$ cat src/rtl/round_robin_arbiter.sv
// Round-robin arbiter with a per-grant hold limit.
// One requester holds the grant until it signals done, drops its request,
// or reaches MAX_HOLD cycles; a revocation by the hold limit alone raises
// a one-cycle timeout pulse. Every grant is followed by at least one idle
// cycle before the next arbitration.
module round_robin_arbiter #(
    parameter int  WIDTH    = 8,
    parameter int  MAX_HOLD = 16,
    localparam int ID_W     = $clog2(WIDTH)
) (
    input  logic             clk_i,
    input  logic             arst_n_i,
    input  logic [WIDTH-1:0] req_i,
    input  logic             done_i,
    output logic [WIDTH-1:0] grant_o,
    output logic [ID_W-1:0]  grant_id_o,
    output logic             grant_valid_o,
    output logic             timeout_o
);

    localparam int                HOLD_W   = $clog2(MAX_HOLD);
    localparam logic [HOLD_W-1:0] HOLD_MAX = HOLD_W'(MAX_HOLD - 1);

    typedef enum logic [0:0] {
        ST_IDLE  = 1'b0,
        ST_GRANT = 1'b1
    } state_t;

    state_t            state_r,   state_s;
    logic [WIDTH-1:0]  grant_r,   grant_s;
    logic [ID_W-1:0]   id_r,      id_s;
    logic [ID_W-1:0]   ptr_r,     ptr_s;
    logic [HOLD_W-1:0] hold_r,    hold_s;
    logic              valid_r,   valid_s;
    logic              timeout_r, timeout_s;

    logic [WIDTH-1:0]  hi_mask_s;
    logic [WIDTH-1:0]  hi_req_s;
    logic [ID_W-1:0]   hi_id_s;
    logic [ID_W-1:0]   lo_id_s;
    logic [ID_W-1:0]   win_id_s;
    logic              rel_done_s;
    logic              rel_limit_s;

    // One-hot decode of a requester index.
    function automatic logic [WIDTH-1:0] id_to_onehot(input logic [ID_W-1:0] id);
        logic [WIDTH-1:0] onehot;
        onehot     = '0;
        onehot[id] = 1'b1;
        return onehot;
    endfunction

    // Pointer value following a grant to index id, wrapping at WIDTH-1.
    function automatic logic [ID_W-1:0] next_ptr(input logic [ID_W-1:0] id);
        if (int'(id) == WIDTH - 1) begin
            return '0;
        end else begin
            return id + ID_W'(1);
        end
    endfunction

    // Winner search: lowest requester at or above ptr, else lowest overall.
    always_comb begin
        hi_mask_s = '0;
        hi_req_s  = '0;
        hi_id_s   = '0;
        lo_id_s   = '0;
        for (int i = 0; i < WIDTH; i++) begin
            hi_mask_s[i] = (i >= int'(ptr_r));
        end
        hi_req_s = req_i & hi_mask_s;
        // Scan downward so the last hit is the lowest set index.
        for (int i = WIDTH - 1; i >= 0; i--) begin
            lo_id_s = req_i[i]    ? ID_W'(i) : lo_id_s;
            hi_id_s = hi_req_s[i] ? ID_W'(i) : hi_id_s;
        end
        win_id_s = (|hi_req_s) ? hi_id_s : lo_id_s;
    end

    // Next-state and next-output logic for the IDLE/GRANT machine.
    always_comb begin
        state_s     = state_r;
        grant_s     = grant_r;
        id_s        = id_r;
        ptr_s       = ptr_r;
        hold_s      = hold_r;
        valid_s     = valid_r;
        timeout_s   = 1'b0;
        rel_done_s  = done_i | ~req_i[id_r];
        rel_limit_s = (hold_r == HOLD_MAX);
        case (state_r)
            ST_IDLE: begin
                if (|req_i) begin
                    state_s = ST_GRANT;
                    grant_s = id_to_onehot(win_id_s);
                    id_s    = win_id_s;
                    ptr_s   = next_ptr(win_id_s);
                    hold_s  = '0;
                    valid_s = 1'b1;
                end else begin
                    grant_s = '0;
                    valid_s = 1'b0;
                end
            end
            ST_GRANT: begin
                if (rel_done_s || rel_limit_s) begin
                    state_s   = ST_IDLE;
                    grant_s   = '0;
                    valid_s   = 1'b0;
                    // A done or a request drop takes precedence over the limit.
                    timeout_s = rel_limit_s & ~rel_done_s;
                end else begin
                    hold_s = (hold_r == HOLD_MAX) ? hold_r : hold_r + HOLD_W'(1);
                end
            end
            default: begin
                state_s = ST_IDLE;
                grant_s = '0;
                valid_s = 1'b0;
                hold_s  = '0;
            end
        endcase
    end

    // State and output registers with asynchronous clear.
    always_ff @(posedge clk_i or negedge arst_n_i) begin
        if (!arst_n_i) begin
            state_r   <= ST_IDLE;
            grant_r   <= '0;
            id_r      <= '0;
            ptr_r     <= '0;
            hold_r    <= '0;
            valid_r   <= 1'b0;
            timeout_r <= 1'b0;
        end else begin
            state_r   <= state_s;
            grant_r   <= grant_s;
            id_r      <= id_s;
            ptr_r     <= ptr_s;
            hold_r    <= hold_s;
            valid_r   <= valid_s;
            timeout_r <= timeout_s;
        end
    end

    assign grant_o       = grant_r;
    assign grant_id_o    = id_r;
    assign grant_valid_o = valid_r;
    assign timeout_o     = timeout_r;

endmodule

$ cat config.mk
export PLATFORM = sky130hd
export DESIGN_NAME = round_robin_arbiter
export DESIGN_NICKNAME = d
export VERILOG_FILES = /design/src/rtl/round_robin_arbiter.sv
export SDC_FILE = /design/constraint.sdc
export NUM_CORES = 1
export LEC_CHECK = 0
export ABC_CLOCK_PERIOD_IN_PS = 2080
export CORE_MARGIN = 3
export CORE_UTILIZATION = 40
export CTS_CLUSTER_DIAMETER = 40
export DETAILED_ROUTE_END_ITERATION = 8
export PLACE_DENSITY = 0.66
export SLEW_MARGIN = 40
export SYNTH_ARGS = -nofsm -noshare
export SYNTH_HDL_FRONTEND = slang
export SYNTH_SLANG_ARGS = --single-unit
$ cat constraint.sdc
create_clock -name clk_i -period 2.08 [get_ports clk_i]
set_clock_uncertainty 0.1 [all_clocks]
set_input_delay 0.312 -clock clk_i [delete_from_list [all_inputs] [get_ports clk_i]]
set_output_delay 0.312 -clock clk_i [all_outputs]
set_load 0.1 [all_outputs]
==> impl_summary.md <==
Critical path
Across all register-to-register paths, the minimum setup slack is ~0.11 ns. The arrival time reported for the critical path endpoint is about 2.1 ns. STA classifies the critical path startpoint as an input port. STA classifies the critical path endpoint as a flip-flop. Traced cell by cell, the critical path runs through clkdlybuf4s50_1 -> nor2_1 -> o311a_1 -> o31ai_4 -> a22o_1 -> ha_1 -> ha_1 -> nand2_1 -> nand2_1.

Of all nets on the critical path, the largest fanout is 4. In this design, the stage delay of the slowest critical-path cell is ~0.52 ns. The highest-delay cell along the critical path is clkdlybuf4s50_1. The critical path data required time is 2.18 ns. The class of the most critical setup path is in -> reg.

Global route
For met3 alone, demand over resource in global routing was 4.32%. Summed over all layers, the global routing overflow is 0. The global-route track usage on met1 is between 20 and 25%.

In this run the most used layer during global routing was met2. The number of antenna violations at the first check in global routing is 0. The number of global-route vias before repair was roughly 1,100. The total routing resource utilization after global routing is roughly 17%. The met2 layer usage reported by global route is 27.6%.

The global-route wire length before repair is 5.32 mm. Entering global routing, the biggest net connects 16 pins.

Power and ir drop
The cell area power density is around 1700 nW/um^2. Net switching is roughly 54% of the power. The internal power is roughly 1400 uW. The total leakage power is 0.000862 uW. The worst voltage drop across the vdd grid is roughly 1200 uV. The clock network is responsible for under 10% of the overall power. Per report_power, the combinational group accounts for approximately two thirds of the total. The net switching power of the design is approximately 1600 uW.

Power comes to a little under 3000 uW. The part of the power in registers is 26.2%.

Clock tree
The clock insertion delay at the later pin of the skew report is 0.30 ns. The H-tree depth is 1. The CTS tree is yes. The number of sinks handled by clock tree synthesis is 21. Clock tree synthesis selected as its root buffer the cell clkbuf_4. The longest clock path from root to sink contains 2 buffers. The clock-pin slew reported for the worst setup and hold paths after clock tree synthesis is between 0.1 and 0.15 ns. The total clock buffers created by CTS is 3.

Yosys
In the synthesized netlist the dominant register cell turns out to be dfrtp_1. The cell count after synthesis is 135. The fraction of synthesized cell area taken by the top area cell type is 41.4%. The number of synthesized flops with an enable pin is 0. The netlist uses around 40 different library cells. The share of flip-flops with an asynchronous set or reset after synthesis is 100%. The largest total area in the synthesized netlist belongs to dfrtp_1.

The synthesized design contains 21 register bits. The cell area after synthesis is approximately 1300 sq um. The commonest cells after synthesis are nand2_1 (25), dfrtp_1 (21), a21oi_1 (9), nor2_1 (9), o21ai_1 (7). The sequential area share after synthesis is 41.4%.

After synthesis, the cell types taking the most area are dfrtp_1 (41%), nand2_1 (7.4%), a21oi_1 (3.5%), mux4_2 (3.5%), a22o_1 (3.4%). For this run, the number of Yosys warnings is 0. The number of nets in the synthesized netlist is 149. The most frequent cell after synthesis is nand2_1. A synthesized cell averages 9.41 sq um.

Drt
The count of routing violations after the opening detailed-route iteration is 37. The routed layout has roughly 1,200 vias. The total wire length is between 3 and 4 mm. In this run the remaining antenna-violating nets after routing total 0.

Before antenna repair, the detailed router went through 4 iterations. After detailed routing, the number of vias per cell comes to about 5. In the routed design, unresolved DRC markers number 0. In the final routed layout, each cell accounts on average for around 14 um.

Final layout
Of the cells placed in the final design, the portion with a size suffix greater than 1 is 35.5%. For this run, the post-layout net count is 201. The filler cell count in the final layout is 266. The number of antenna diodes in the final layout is 0. After routing the design area is 1780 sq um. Relative to the synthesized area, the layout overhead comes to 40.4%.

Placement
The number of port buffers is 23. The HPWL after detailed placement is between 2 and 2.5 mm. The placed instance area is between 1500 and 2000 sq um. Routability-driven placement finished with a final weighted congestion of a little over 0.8.

STA
Of the available clock period, the critical path in the final layout requires around 97%. The final critical-path required period is around 2.0 ns. The final-report setup violation count is 0. The count of endpoints failing hold in the final timing report is 0.

The number of slew-limit violations in the final report is 0. The normalized max-slew margin is a little under 80%. At the pin with the least slew margin, the transition time is 0.342 ns. For this run, the top clock speed supported by timing is a little under 0.5 GHz.

Setup repair after global routing could not meet its margin everywhere.

Run status
The run finished with clean final reports.

Floorplan
Once the floorplan was initialized, standard cells occupied 43.8% of the core. Measured along the x axis, the die boundary spans just over 60 um. The die outline area is 3890 sq um.

The initialized floorplan defines 19 standard-cell rows. 24 I/O pins were placed. The core area is 2900 sq um.

The die extent in y is around 62 um.

Run
Across the run, the number of max-cap violations was 0.

Min path
The min-delay analysis places its worst path in the category in -> async.
[path summary, 6_finish.rpt]
| check | start | end | depth (start not counted) |
|---|---|---|---|
| setup reg to reg | ptr_r[2]$_DFFE_PN0P_ | ptr_r[2]$_DFFE_PN0P_ | 8 |
| max in group asynchronous | arst_n_i | grant_o[5]$_DFFE_PN0P_ | 2 |
| hold reg to reg | grant_valid_o$_DFFE_PN0P_ | grant_valid_o$_DFFE_PN0P_ | 2 |
| hold / removal | arst_n_i | ptr_r[0]$_DFFE_PN0P_ | 1 |
| min in group clk_i | grant_valid_o$_DFFE_PN0P_ | grant_valid_o$_DFFE_PN0P_ | 2 |
| setup / recovery | req_i[6] | ptr_r[2]$_DFFE_PN0P_ | 9 |
[worst max-delay path: cells and delay by family]
kind | cells | cell delay (ns)
compound gates | 3 | 0.75
buf+inv | 1 | 0.52
fa+ha+maj | 2 | 0.38
simple gates | 3 | 0.17
[flip-flops by register name (all words and copies together), names as in the netlist]
name and flops:
grant_valid_o 1, grant_o 8, state_r 1, timeout_o 1, grant_id_o 3, hold_r 4
ptr_r 3
[power groups by stage]
stage | sequential (uW) | clock [uW] | combinational, uW
2_1_floorplan | 1410 | 0 | 761
3_3_place_gp | 772 | 0 | 1940
3_5_place_dp | 781 | 0 | 1960
4_1_cts | 770 | 198 | 1970
5_1_grt | 814 | 220 | 2140
6_report | 780 | 193 | 2000
[cell type report]
class / instances / area [sq um] / area share (%)
well taps: 42 / 52.6 / 2.95
clock buffers: 4 / 26.3 / 1.47
repair buffers: 52 / 424 / 23.8
inverters: 5 / 18.8 / 1.05
multi-input cells: 104 / 724 / 40.6
flip-flops and latches: 21 / 537 / 30.1
[what timing repair did]
action | in CTS | in global routing
setup buffers | 0 | 1
gates resized for setup | 2 | 14
pin swaps | 0 | 2
hold buffers | 0 | 0
setup endpoints to repair | 2 | 11
[placed cells by master, fill, tap and decap left out, types with 2 or more instances in the layout]
cell type,n
a31oi_1,4
dfrtp_2,3
o41ai_1,2
nor2b_1,3
nor4_2,2
ha_1,3
inv_1,4
a21oi_1,8
nor2_1,8
dfrtp_4,2
dlymetal6s2s_1,4
a21o_1,2
o21ai_1,8
nand3_1,3
nand2b_1,5
a22o_1,5
clkdlybuf4s50_1,5
buf_4,42
mux4_2,2
nand2_1,25
nor3_1,2
dfrtp_1,16
clkbuf_4,3
[layer usage]
layer | vias to the layer above | share of wire (%)
li1 | 588 | -
met1 | 571 | 47
met2 | 14 | 49
met3 | 2 | 3.1
met4 | 0 | 0.52
met5 | - | 0
[logic make-up after synthesis]
group / count (synthesis) / share of synthesized area, %
adders and majority gates: 3 / 2.96
buffers and inverters: 10 / 4.23
DFF: 21 / 41.4
muxes: 4 / 5.52
and+or+nand+nor: 57 / 23.4
AOI/OAI and AO/OA: 40 / 22.5
[per-stage QoR]
step                      worst slack [ns]  std cells  util, %  TNS, ns  hold slack (ns)
after global placement              -0.316        223     58.7    -3.81            0.362
after CTS                           0.0105        227     59.7        0            0.168
after global routing               0.00299        228     61.5        0            0.159
final                               0.0656        228     61.5        0            0.168
after floorplan                    -0.0656        135        -   -0.118          -0.0836
after detailed placement            -0.337        223     58.7    -4.31            0.373
Note: power is estimated with default switching activity, not from simulation.
